$ cat src/rtl/iir_pkg.sv
// Shared types and helpers for the stereo biquad cascade.
//   state_t   : sequencer states (IDLE, MAC, WB, DONE)
//   tap_e     : coefficient tap order within one stage (b0,b1,b2,a1,a2)
//   TAPS      : coefficients per biquad stage
//   sat_round : round-half-up by 'frac' bits, then clamp to a signed
//               'data_w'-bit range; caller truncates to its sample width
package iir_pkg;

  typedef enum logic [1:0] {IDLE, MAC, WB, DONE} state_t;
  typedef enum logic [2:0] {B0, B1, B2, A1, A2} tap_e;

  localparam int TAPS = 5;

  function automatic logic signed [63:0] sat_round(input logic signed [63:0] acc,
                                                   input int frac,
                                                   input int data_w);
    logic signed [63:0] r;
    logic signed [63:0] hi;
    logic signed [63:0] lo;
    // Adding half an LSB and then flooring with >>> rounds ties upward.
    r  = (acc + (64'sd1 <<< (frac - 1))) >>> frac;
    hi = (64'sd1 <<< (data_w - 1)) - 64'sd1;
    lo = -(64'sd1 <<< (data_w - 1));
    if (r > hi) r = hi;
    else if (r < lo) r = lo;
    return r;
  endfunction

endpackage

$ cat src/rtl/iir_mac_acc.sv
// Signed multiply-accumulate with a registered accumulator.
//   clk, reset : clock, async active-low reset (clears acc)
//   clr        : start a new sum (previous acc is discarded)
//   en         : perform one product-add/sub this cycle
//   sub        : subtract the product instead of adding it
//   a, b       : signed operands (sample, coefficient)
//   acc        : signed ACC_W accumulator
module iir_mac_acc #(
  parameter int A_W   = 16,
  parameter int B_W   = 16,
  parameter int ACC_W = 40
) (
  input  logic                    clk,
  input  logic                    reset,
  input  logic                    clr,
  input  logic                    en,
  input  logic                    sub,
  input  logic signed [A_W-1:0]   a,
  input  logic signed [B_W-1:0]   b,
  output logic signed [ACC_W-1:0] acc
);

  logic signed [A_W+B_W-1:0] prod;
  logic signed [ACC_W-1:0]   prod_ext;
  logic signed [ACC_W-1:0]   base;

  assign prod     = a * b;
  assign prod_ext = ACC_W'(prod);   // sign-extends: prod is signed
  assign base     = clr ? '0 : acc;

  always_ff @(posedge clk or negedge reset) begin
    if (!reset) begin
      acc <= '0;
    end else if (en) begin
      acc <= sub ? (base - prod_ext) : (base + prod_ext);
    end
  end

endmodule

$ cat src/rtl/iir_biquad_cascade_stereo.sv
// Stereo cascade of N_STAGES Direct-Form-I biquads on one shared MAC.
// Each l_r_clk edge (after a 2-FF synchronizer) starts a full cascade run
// for the channel given by the new level (0 = left, 1 = right).
//   clk, reset   : clock, async active-low reset
//   l_r_clk      : I2S word select (asynchronous)
//   sample_in    : signed sample for the channel just selected
//   coef_we      : write coef_wdata into shadow[coef_addr] (stage*5 + tap)
//   coef_commit  : copy shadow bank to active bank (deferred while busy)
//   out_left/out_right : last filtered sample per channel
//   out_valid    : one-cycle strobe with no back-pressure; out_chan names
//                  the channel whose output register changed this cycle
//   busy         : sequencer not idle
//   overrun      : sticky, an edge arrived while busy (sample dropped)
module iir_biquad_cascade_stereo
  import iir_pkg::*;
#(
  parameter int DATA_W    = 16,
  parameter int COEF_W    = 16,
  parameter int COEF_FRAC = 14,
  parameter int N_STAGES  = 4,
  parameter int ACC_W     = 40
) (
  input  logic                          clk,
  input  logic                          reset,
  input  logic                          l_r_clk,
  input  logic [DATA_W-1:0]             sample_in,
  input  logic                          coef_we,
  input  logic [$clog2(5*N_STAGES)-1:0] coef_addr,
  input  logic [COEF_W-1:0]             coef_wdata,
  input  logic                          coef_commit,
  output logic [DATA_W-1:0]             out_left,
  output logic [DATA_W-1:0]             out_right,
  output logic                          out_valid,
  output logic                          out_chan,
  output logic                          busy,
  output logic                          overrun
);

  localparam int NC = TAPS * N_STAGES;
  localparam int AW = $clog2(NC);
  localparam int SW = (N_STAGES > 1) ? $clog2(N_STAGES) : 1;

  logic                     sync_d1, sync_d2, lr_edge;
  state_t                   state;
  tap_e                     tap;
  logic [SW-1:0]            stage;
  logic                     chan;
  logic signed [DATA_W-1:0] x_in;            // input of the current stage
  // History per channel/stage: [0]=x1 [1]=x2 [2]=y1 [3]=y2
  logic signed [DATA_W-1:0] hist [2][N_STAGES][4];
  logic signed [COEF_W-1:0] shadow [NC];
  logic signed [COEF_W-1:0] active [NC];
  logic                     commit_pending;

  logic [AW-1:0]            coef_idx;
  logic signed [DATA_W-1:0] mac_a;
  logic signed [COEF_W-1:0] mac_b;
  logic signed [ACC_W-1:0]  acc;
  logic signed [DATA_W-1:0] r_sat;

  assign lr_edge  = sync_d1 ^ sync_d2;
  assign busy     = (state != IDLE);
  assign coef_idx = AW'(int'(stage) * TAPS + int'(tap));
  assign mac_b    = active[coef_idx];
  assign r_sat    = DATA_W'(sat_round(64'(acc), COEF_FRAC, DATA_W));

  always_comb begin
    mac_a = x_in;
    case (tap)
      B1:      mac_a = hist[chan][stage][0];
      B2:      mac_a = hist[chan][stage][1];
      A1:      mac_a = hist[chan][stage][2];
      A2:      mac_a = hist[chan][stage][3];
      default: mac_a = x_in;
    endcase
  end

  // a1/a2 are stored as written; the feedback sign is applied by subtracting.
  iir_mac_acc #(.A_W(DATA_W), .B_W(COEF_W), .ACC_W(ACC_W)) u_mac (
    .clk   (clk),
    .reset (reset),
    .clr   (tap == B0),
    .en    (state == MAC),
    .sub   ((tap == A1) || (tap == A2)),
    .a     (mac_a),
    .b     (mac_b),
    .acc   (acc)
  );

  always_ff @(posedge clk or negedge reset) begin
    if (!reset) begin
      sync_d1        <= 1'b0;
      sync_d2        <= 1'b0;
      state          <= IDLE;
      tap            <= B0;
      stage          <= '0;
      chan           <= 1'b0;
      x_in           <= '0;
      commit_pending <= 1'b0;
      out_left       <= '0;
      out_right      <= '0;
      out_valid      <= 1'b0;
      out_chan       <= 1'b0;
      overrun        <= 1'b0;
      for (int c = 0; c < 2; c++)
        for (int s = 0; s < N_STAGES; s++)
          for (int k = 0; k < 4; k++)
            hist[c][s][k] <= '0;
      for (int i = 0; i < NC; i++) begin
        shadow[i] <= '0;
        active[i] <= '0;
      end
    end else begin
      sync_d1   <= l_r_clk;
      sync_d2   <= sync_d1;
      out_valid <= 1'b0;

      if (coef_we && (int'(coef_addr) < NC))
        shadow[coef_addr] <= coef_wdata;

      // While busy, edges are dropped and commits are parked until IDLE.
      if (state != IDLE) begin
        if (lr_edge)     overrun        <= 1'b1;
        if (coef_commit) commit_pending <= 1'b1;
      end

      case (state)
        IDLE: begin
          // Commit lands on the same edge that latches a new sample, so the
          // MAC for that sample already sees the new bank.
          if (coef_commit || commit_pending) begin
            for (int i = 0; i < NC; i++) active[i] <= shadow[i];
            commit_pending <= 1'b0;
          end
          if (lr_edge) begin
            x_in  <= sample_in;
            chan  <= sync_d1;
            stage <= '0;
            tap   <= B0;
            state <= MAC;
          end
        end
        MAC: begin
          if (tap == A2) state <= WB;
          else           tap   <= tap_e'(tap + 3'd1);
        end
        WB: begin
          hist[chan][stage][1] <= hist[chan][stage][0];
          hist[chan][stage][0] <= x_in;
          hist[chan][stage][3] <= hist[chan][stage][2];
          hist[chan][stage][2] <= r_sat;
          if (stage == SW'(N_STAGES - 1)) begin
            // Outputs are registered here so they are visible during DONE.
            if (chan) out_right <= r_sat;
            else      out_left  <= r_sat;
            out_valid <= 1'b1;
            out_chan  <= chan;
            state     <= DONE;
          end else begin
            x_in  <= r_sat;
            stage <= stage + SW'(1);
            tap   <= B0;
            state <= MAC;
          end
        end
        DONE: state <= IDLE;
        default: state <= IDLE;
      endcase
    end
  end

endmodule

$ cat config.mk
export PLATFORM = sky130hd
export DESIGN_NAME = iir_biquad_cascade_stereo
export DESIGN_NICKNAME = d
export VERILOG_FILES = /design/src/rtl/iir_pkg.sv /design/src/rtl/iir_mac_acc.sv /design/src/rtl/iir_biquad_cascade_stereo.sv
export SDC_FILE = /design/constraint.sdc
export NUM_CORES = 2
export LEC_CHECK = 0
export ABC_AREA = 1
export CAP_MARGIN = 20
export CELL_PAD_IN_SITES_DETAIL_PLACEMENT = 1
export CELL_PAD_IN_SITES_GLOBAL_PLACEMENT = 1
export CORE_ASPECT_RATIO = 1.1
export CORE_UTILIZATION = 45
export DETAILED_ROUTE_END_ITERATION = 6
export GPL_TIMING_DRIVEN = 1
export PLACE_DENSITY_LB_ADDON = 0.15
export SYNTH_ARGS = -nofsm -noshare
export SYNTH_HDL_FRONTEND = slang
export SYNTH_SLANG_ARGS = --single-unit
$ cat constraint.sdc
create_clock -name clk -period 26.7 [get_ports clk]
set_input_delay 2.67 -clock clk [delete_from_list [all_inputs] [get_ports clk]]
set_output_delay 2.67 -clock clk [all_outputs]
set_load 0.01 [all_outputs]
* After elaboration in Yosys (flattened, before gate mapping)
Index checks and enable logic that the tools add are counted.
** Storage, ports and cells
- Register bits after elaboration :: 1254
- Bits of input ports :: 42
- Output and inout port bits :: 36
** Operators by class
- $add $sub $neg :: 6
- Multipliers :: 2
- Order comparisons :: 10
- Eq/ne operators :: 12
- Muxes and demuxes :: 57
- Bitwise gates (word level) :: 6
- Reductions and logical operators :: 20
** Operators by type and width (number)
- 512-bit bitwise mux :: 4
- 256-bit two-way mux :: 7
- 256-bit demux with 1-bit select :: 4
- 64-bit demux with 2-bit select :: 4
- 320-bit bitwise mux :: 1
- 64-bit two-way mux :: 3
- 64-bit binary-select mux with 2-bit select :: 1
- 16-bit two-way mux :: 8
- 16-bit binary-select mux with 5-bit select :: 1
- 16-bit demux with 5-bit select :: 1
- 40-bit two-way mux :: 2
- 16-bit case mux with 4 select lines :: 1
- 48-bit two-way mux :: 1
- 40-bit by 15-bit adder with 41-bit output, second input constant :: 1
- 40-bit by 32-bit adder with 40-bit output :: 1
- 40-bit by 32-bit subtractor with 40-bit output :: 1
- 16-bit by 16-bit multiplier with 32-bit output :: 1
- 32-bit two-way mux :: 1
- 16-bit case mux with 2 select lines :: 1
- 27-bit by 16-bit greater-than comparator with 1-bit output, second input constant :: 1
- 27-bit by 16-bit < comparator with 1-bit output, second input constant :: 1
- 6-bit >= comparator, second input constant :: 2
- 5-bit inverter with 6-bit output :: 2
- 2-bit two-way mux :: 5
- other kinds (34) :: 58

* Longest topological paths before layout
- Word-level depth :: 11
- Gate-level depth with buffers :: 59
- Gate-level depth less buffers :: 58

* Hierarchy
From an unflattened synthesis, not the netlist that was laid out.
** Unflattened totals
- Cell total of the unflattened synthesis :: 8164
- Area total of the unflattened synthesis :: 69253.9 µm²
** By module, submodules not included
- iir_biquad_cascade_stereo :: instances 1, cells each 5788, area each 53099.7 µm²
- iir_mac_acc :: instances 1, cells each 2376, area each 16154.2 µm²

* Worst setup path after synthesis
OpenSTA, ideal clock, no wires.
- Path type :: reg-to-reg
- From :: register stage[1]
- To :: register u_mac.acc[39]
- Arrival time :: 9854 ps
- Data required time :: 26634 ps
- Slack :: 16780 ps
- Cell stages (with the launch flop) :: 50
- Path buffers :: 2
- Cell sequence :: dfrtp_1 -> ha_1 -> ha_1 -> fa_1 -> clkbuf_1 -> nor2_1 -> inv_1 -> nor2_1 -> clkbuf_1 -> a32oi_1 -> nor2_1 -> inv_1 -> fa_1 -> inv_1 -> fa_1 -> fa_1 -> fa_1 -> fa_1 -> [... 14 more ...] -> nor3_1 -> nand3_1 -> nand2_1 -> nand2_1 -> nand2_1 -> nand2_1 -> ha_1 -> nand2_1 -> nor2_1 -> inv_1 -> nor4_1 -> nand3_1 -> nand3_1 -> xor2_1 -> inv_1 -> nand3_1 -> nand3_1 -> nand2_1
** On the way
- Word-level cells in the longest chain between the ends :: 9
** Ends and longest elaborated chain
- from (decl) :: line iir_biquad_cascade_stereo.sv:46 : logic [SW-1:0] stage;
- from (signal assigned) :: line iir_biquad_cascade_stereo.sv:161 : stage <= stage + SW'(1);
- 2-bit by 3-bit multiplier with 5-bit output :: line iir_biquad_cascade_stereo.sv:63 : assign coef_idx = AW'(int'(stage) * TAPS + int'(tap));
- 5-bit by 3-bit adder with 5-bit output :: line iir_biquad_cascade_stereo.sv:63
- 5-bit inverter with 6-bit output (implied by the code) :: line iir_biquad_cascade_stereo.sv:64 : assign mac_b = active[coef_idx];
- 16-bit binary-select mux with 5-bit select :: line iir_biquad_cascade_stereo.sv:64
- 16-bit two-way mux (implied by the code) (2 in a row) :: line iir_biquad_cascade_stereo.sv:64
- 16-bit by 16-bit multiplier with 32-bit output * :: line iir_mac_acc.sv:27 : assign prod = a * b;
- 40-bit by 32-bit adder with 40-bit output / 40-bit by 32-bit subtractor with 40-bit output (equally long branches) :: line iir_mac_acc.sv:35 : acc <= sub ? (base - prod_ext) : (base + prod_ext);
- 40-bit two-way mux * :: line iir_mac_acc.sv:35
- to (signal assigned) :: line iir_mac_acc.sv:35
- to (decl) :: line iir_mac_acc.sv:20 : output logic signed [ACC_W-1:0] acc
Every way passes the cells marked *; elsewhere a longest branch is shown, timed or not. The select of a mux whose other input is x is not followed.
A chain may end at the register's enable or synchronous reset.

* Worst setup path after layout
- From :: register stage[1]
- To :: register u_mac.acc[31]
Same word-level chain as after synthesis.

==> results.txt <==
Period minus WS final = 13.51 ns
CTS clk-pin slew, worst paths = 0.06 ns
GPL Wtd Cong = 0.917
Clock Skews = 0.0653 ns
Sink Count = 1254
Avg Cell Area, Syn = 8.62 sq um
Rows = 150
Ports = 78
Clock root buffer = clkbuf_16
CTS hold repair buffers = 0
Avg WL per Cell = 22.0 microns
Die area = 155000 sq um
Fmax = 74.0 MHz
DP HPWL = 146000 microns
Most used cell, CP = nand2_1
Post-route ant nets = 0
Worst path required time = 27.35 ns
Cell area after layout = 76300 sq um
Post-place instance area = 71400 sq um
CP max-delay cell = a32oi_1
Status = finished clean
Crit-path max FO = 56
Synth Register Bits = 1254
Syn Inst Count = 7995
CTS tree = done
Pin count of the biggest net entering global routing = 167
DIE HEIGHT = 412 microns
Synth-to-Final Area Change = 10.7%
Drt initial violations = 3623
Crit path max-delay family = adder cells
RSZ-0062 raised after global routing = false
Inst Count DP = 9706
Initial antenna violation count = 1
# Post-CTS Setup Buffers = 0
Top post-synthesis cells by count = nand2_1, dfrtp_1, o21ai_0, inv_1, nor2_1
TritonCTS buffer count = 139
Yosys top cell by area = dfrtp_1
CP Launch Type = flop
Asr flop ratio synth = 1.00
# fillers = 17743
DR pass1 iterations = 6
Core Area = 152000 sq um
Max-cap violations = 0
Vias in the first global route = 59839
Post-CTS sizing = 0
Slowest stage delay, CP = 0.85 ns
Synth area leaders = dfrtp_1, nand2_1, o21ai_0, fa_1, mux2_2
Share of layout cells above drive strength 1 = 0.0985
Layout Cells excl Fill = 9965
Residual DRC = 0
Crit path DAT = 14.16 ns
Global-route wire length before repair = 350000 microns
Syn Nets = 8439
Prevailing post-synth register cell = dfrtp_1
Hold Crit Class = flop to flop
WS Path Type = flop to flop
Count leader, synth = nand2_1
GRT Total Usage = 0.290
Tcrit/Tclk final = 0.506
Die width = 375 microns
Slew @ Worst Pin = 1.10 ns
Starting Density = 0.453
PortBufs = 77
Buf/Inv on CP = 11
Crit. End Element = flop
Vias = 55601
Final Hold Fails = 0
Relative slew slack = 0.263
Post-DR vias/cell = 5.58
Final Util = 0.502
Final setup fails = 0
Share of Yosys cell area claimed by the top area cell type = 0.455
Number of enable flip-flop cells after synthesis = 0
Clk_lat worst skew = 0.81 ns
Final WL = 220000 microns
H-tree levels = 4
Netlist cell types = 59
NumNets Final = 8319
Mapped Area = 68900 sq um
TNS Setup = 0 ns
Global route overflow = 0
Warnings, synthesis = 0
Sequential area share after synthesis = 0.455
Max Slew Vio Count = 0
Deepest clock path buffer count = 3
[cells in the final DEF (no fill, tap or decap), types with 8 or more instances in the layout]
| cell type | count |
|---|---|
| o21a_1 | 12 |
| o211ai_1 | 20 |
| dfrtp_1 | 1251 |
| o22ai_1 | 35 |
| clkdlybuf4s50_1 | 76 |
| o31ai_1 | 8 |
| nor2_1 | 675 |
| nand2_1 | 1841 |
| a21oi_1 | 222 |
| xor2_1 | 44 |
| nor3_1 | 34 |
| nor4_1 | 8 |
| clkbuf_8 | 43 |
| o21ai_2 | 17 |
| o221ai_1 | 95 |
| a32oi_1 | 15 |
| a22oi_1 | 23 |
| inv_1 | 854 |
| xnor2_1 | 20 |
| o311ai_0 | 8 |
| clkinv_2 | 15 |
| o21ai_0 | 1119 |
| or2_2 | 58 |
| mux2_2 | 304 |
| nand3b_1 | 11 |
| buf_4 | 101 |
| a21oi_2 | 11 |
| nand3_1 | 266 |
| clkbuf_1 | 33 |
| nand4_1 | 46 |
| fa_1 | 265 |
| clkbuf_16 | 143 |
| nand2_4 | 12 |
| ha_1 | 135 |
| a31oi_1 | 26 |
| a32o_1 | 9 |
[metal layers]
layer,up-vias,wire length (microns),track usage,share of wire
met2,920,109000,0.503,0.50
li1,25673,-,-,-
met3,355,7590,0.0326,0.035
met5,-,0,0,0
met1,28653,96200,0.378,0.44
met4,0,6650,0.0939,0.030
[sequential cells by signal, indices dropped and copies added, names as in the netlist, 2 cells and up]
name and count:
tap 3, active 320, out_right 16, shadow 320, state 2, x_in 16, out_left 16, hist 512
u_mac.acc 40, stage 2
[layout make-up]
class	count	area, sq um	share of cell area
Antenna cell	3	7.51	0.0000984
Clock buffer	219	4290	0.0563
Clock inverter	33	470	0.00617
Inverter	871	3290	0.0431
Multi-Input combinational cell	5421	32600	0.427
Sequential cell	1254	31400	0.412
Tap cell	1976	2470	0.0324
Timing Repair Buffer	188	1780	0.0234
[final timing paths]
check / from / end / slack, ns / depth (start not counted)
min in group asynchronous: reset / hist[416] / 1.87 / 1
max in group asynchronous: reset / u_mac.acc[0] / 21.61 / 4
max: stage[1] / u_mac.acc[31] / 13.19 / 50
max reg2reg: stage[1] / u_mac.acc[31] / 13.19 / 50
min reg2reg: sync_d1 / sync_d2 / 0.43 / 0
min: sync_d1 / sync_d2 / 0.43 / 0
[logic make-up (layout without fill, tap and decap cells)]
kind of cell             count (synthesis)  count (layout)  synth area share
AND/OR/NAND/NOR                       2987            2987             0.176
AO/OA/AOI/OAI                         1663            1663             0.135
buffers and inverters                 1320            1311            0.0745
flip-flops                            1254            1254             0.455
adder cells (fa/ha/maj)                402             402             0.102
multiplexers                           304             304            0.0497
XOR/XNOR                                65              65           0.00826
other                                    0               3                 0
[per-stage QoR]
stage | hold WS, ns | worst slack (ns)
floorplan | 0.387 | 16.78
global placement | 0.406 | 13.05
detailed placement | 0.427 | 13.18
CTS | 0.434 | 13.19
global route | 0.457 | 12.29
finish | 0.432 | 13.19
Power is left out: the tool's default activity adds up to more than one toggle a clock period on the data nets, which glitch-free logic cannot reach.
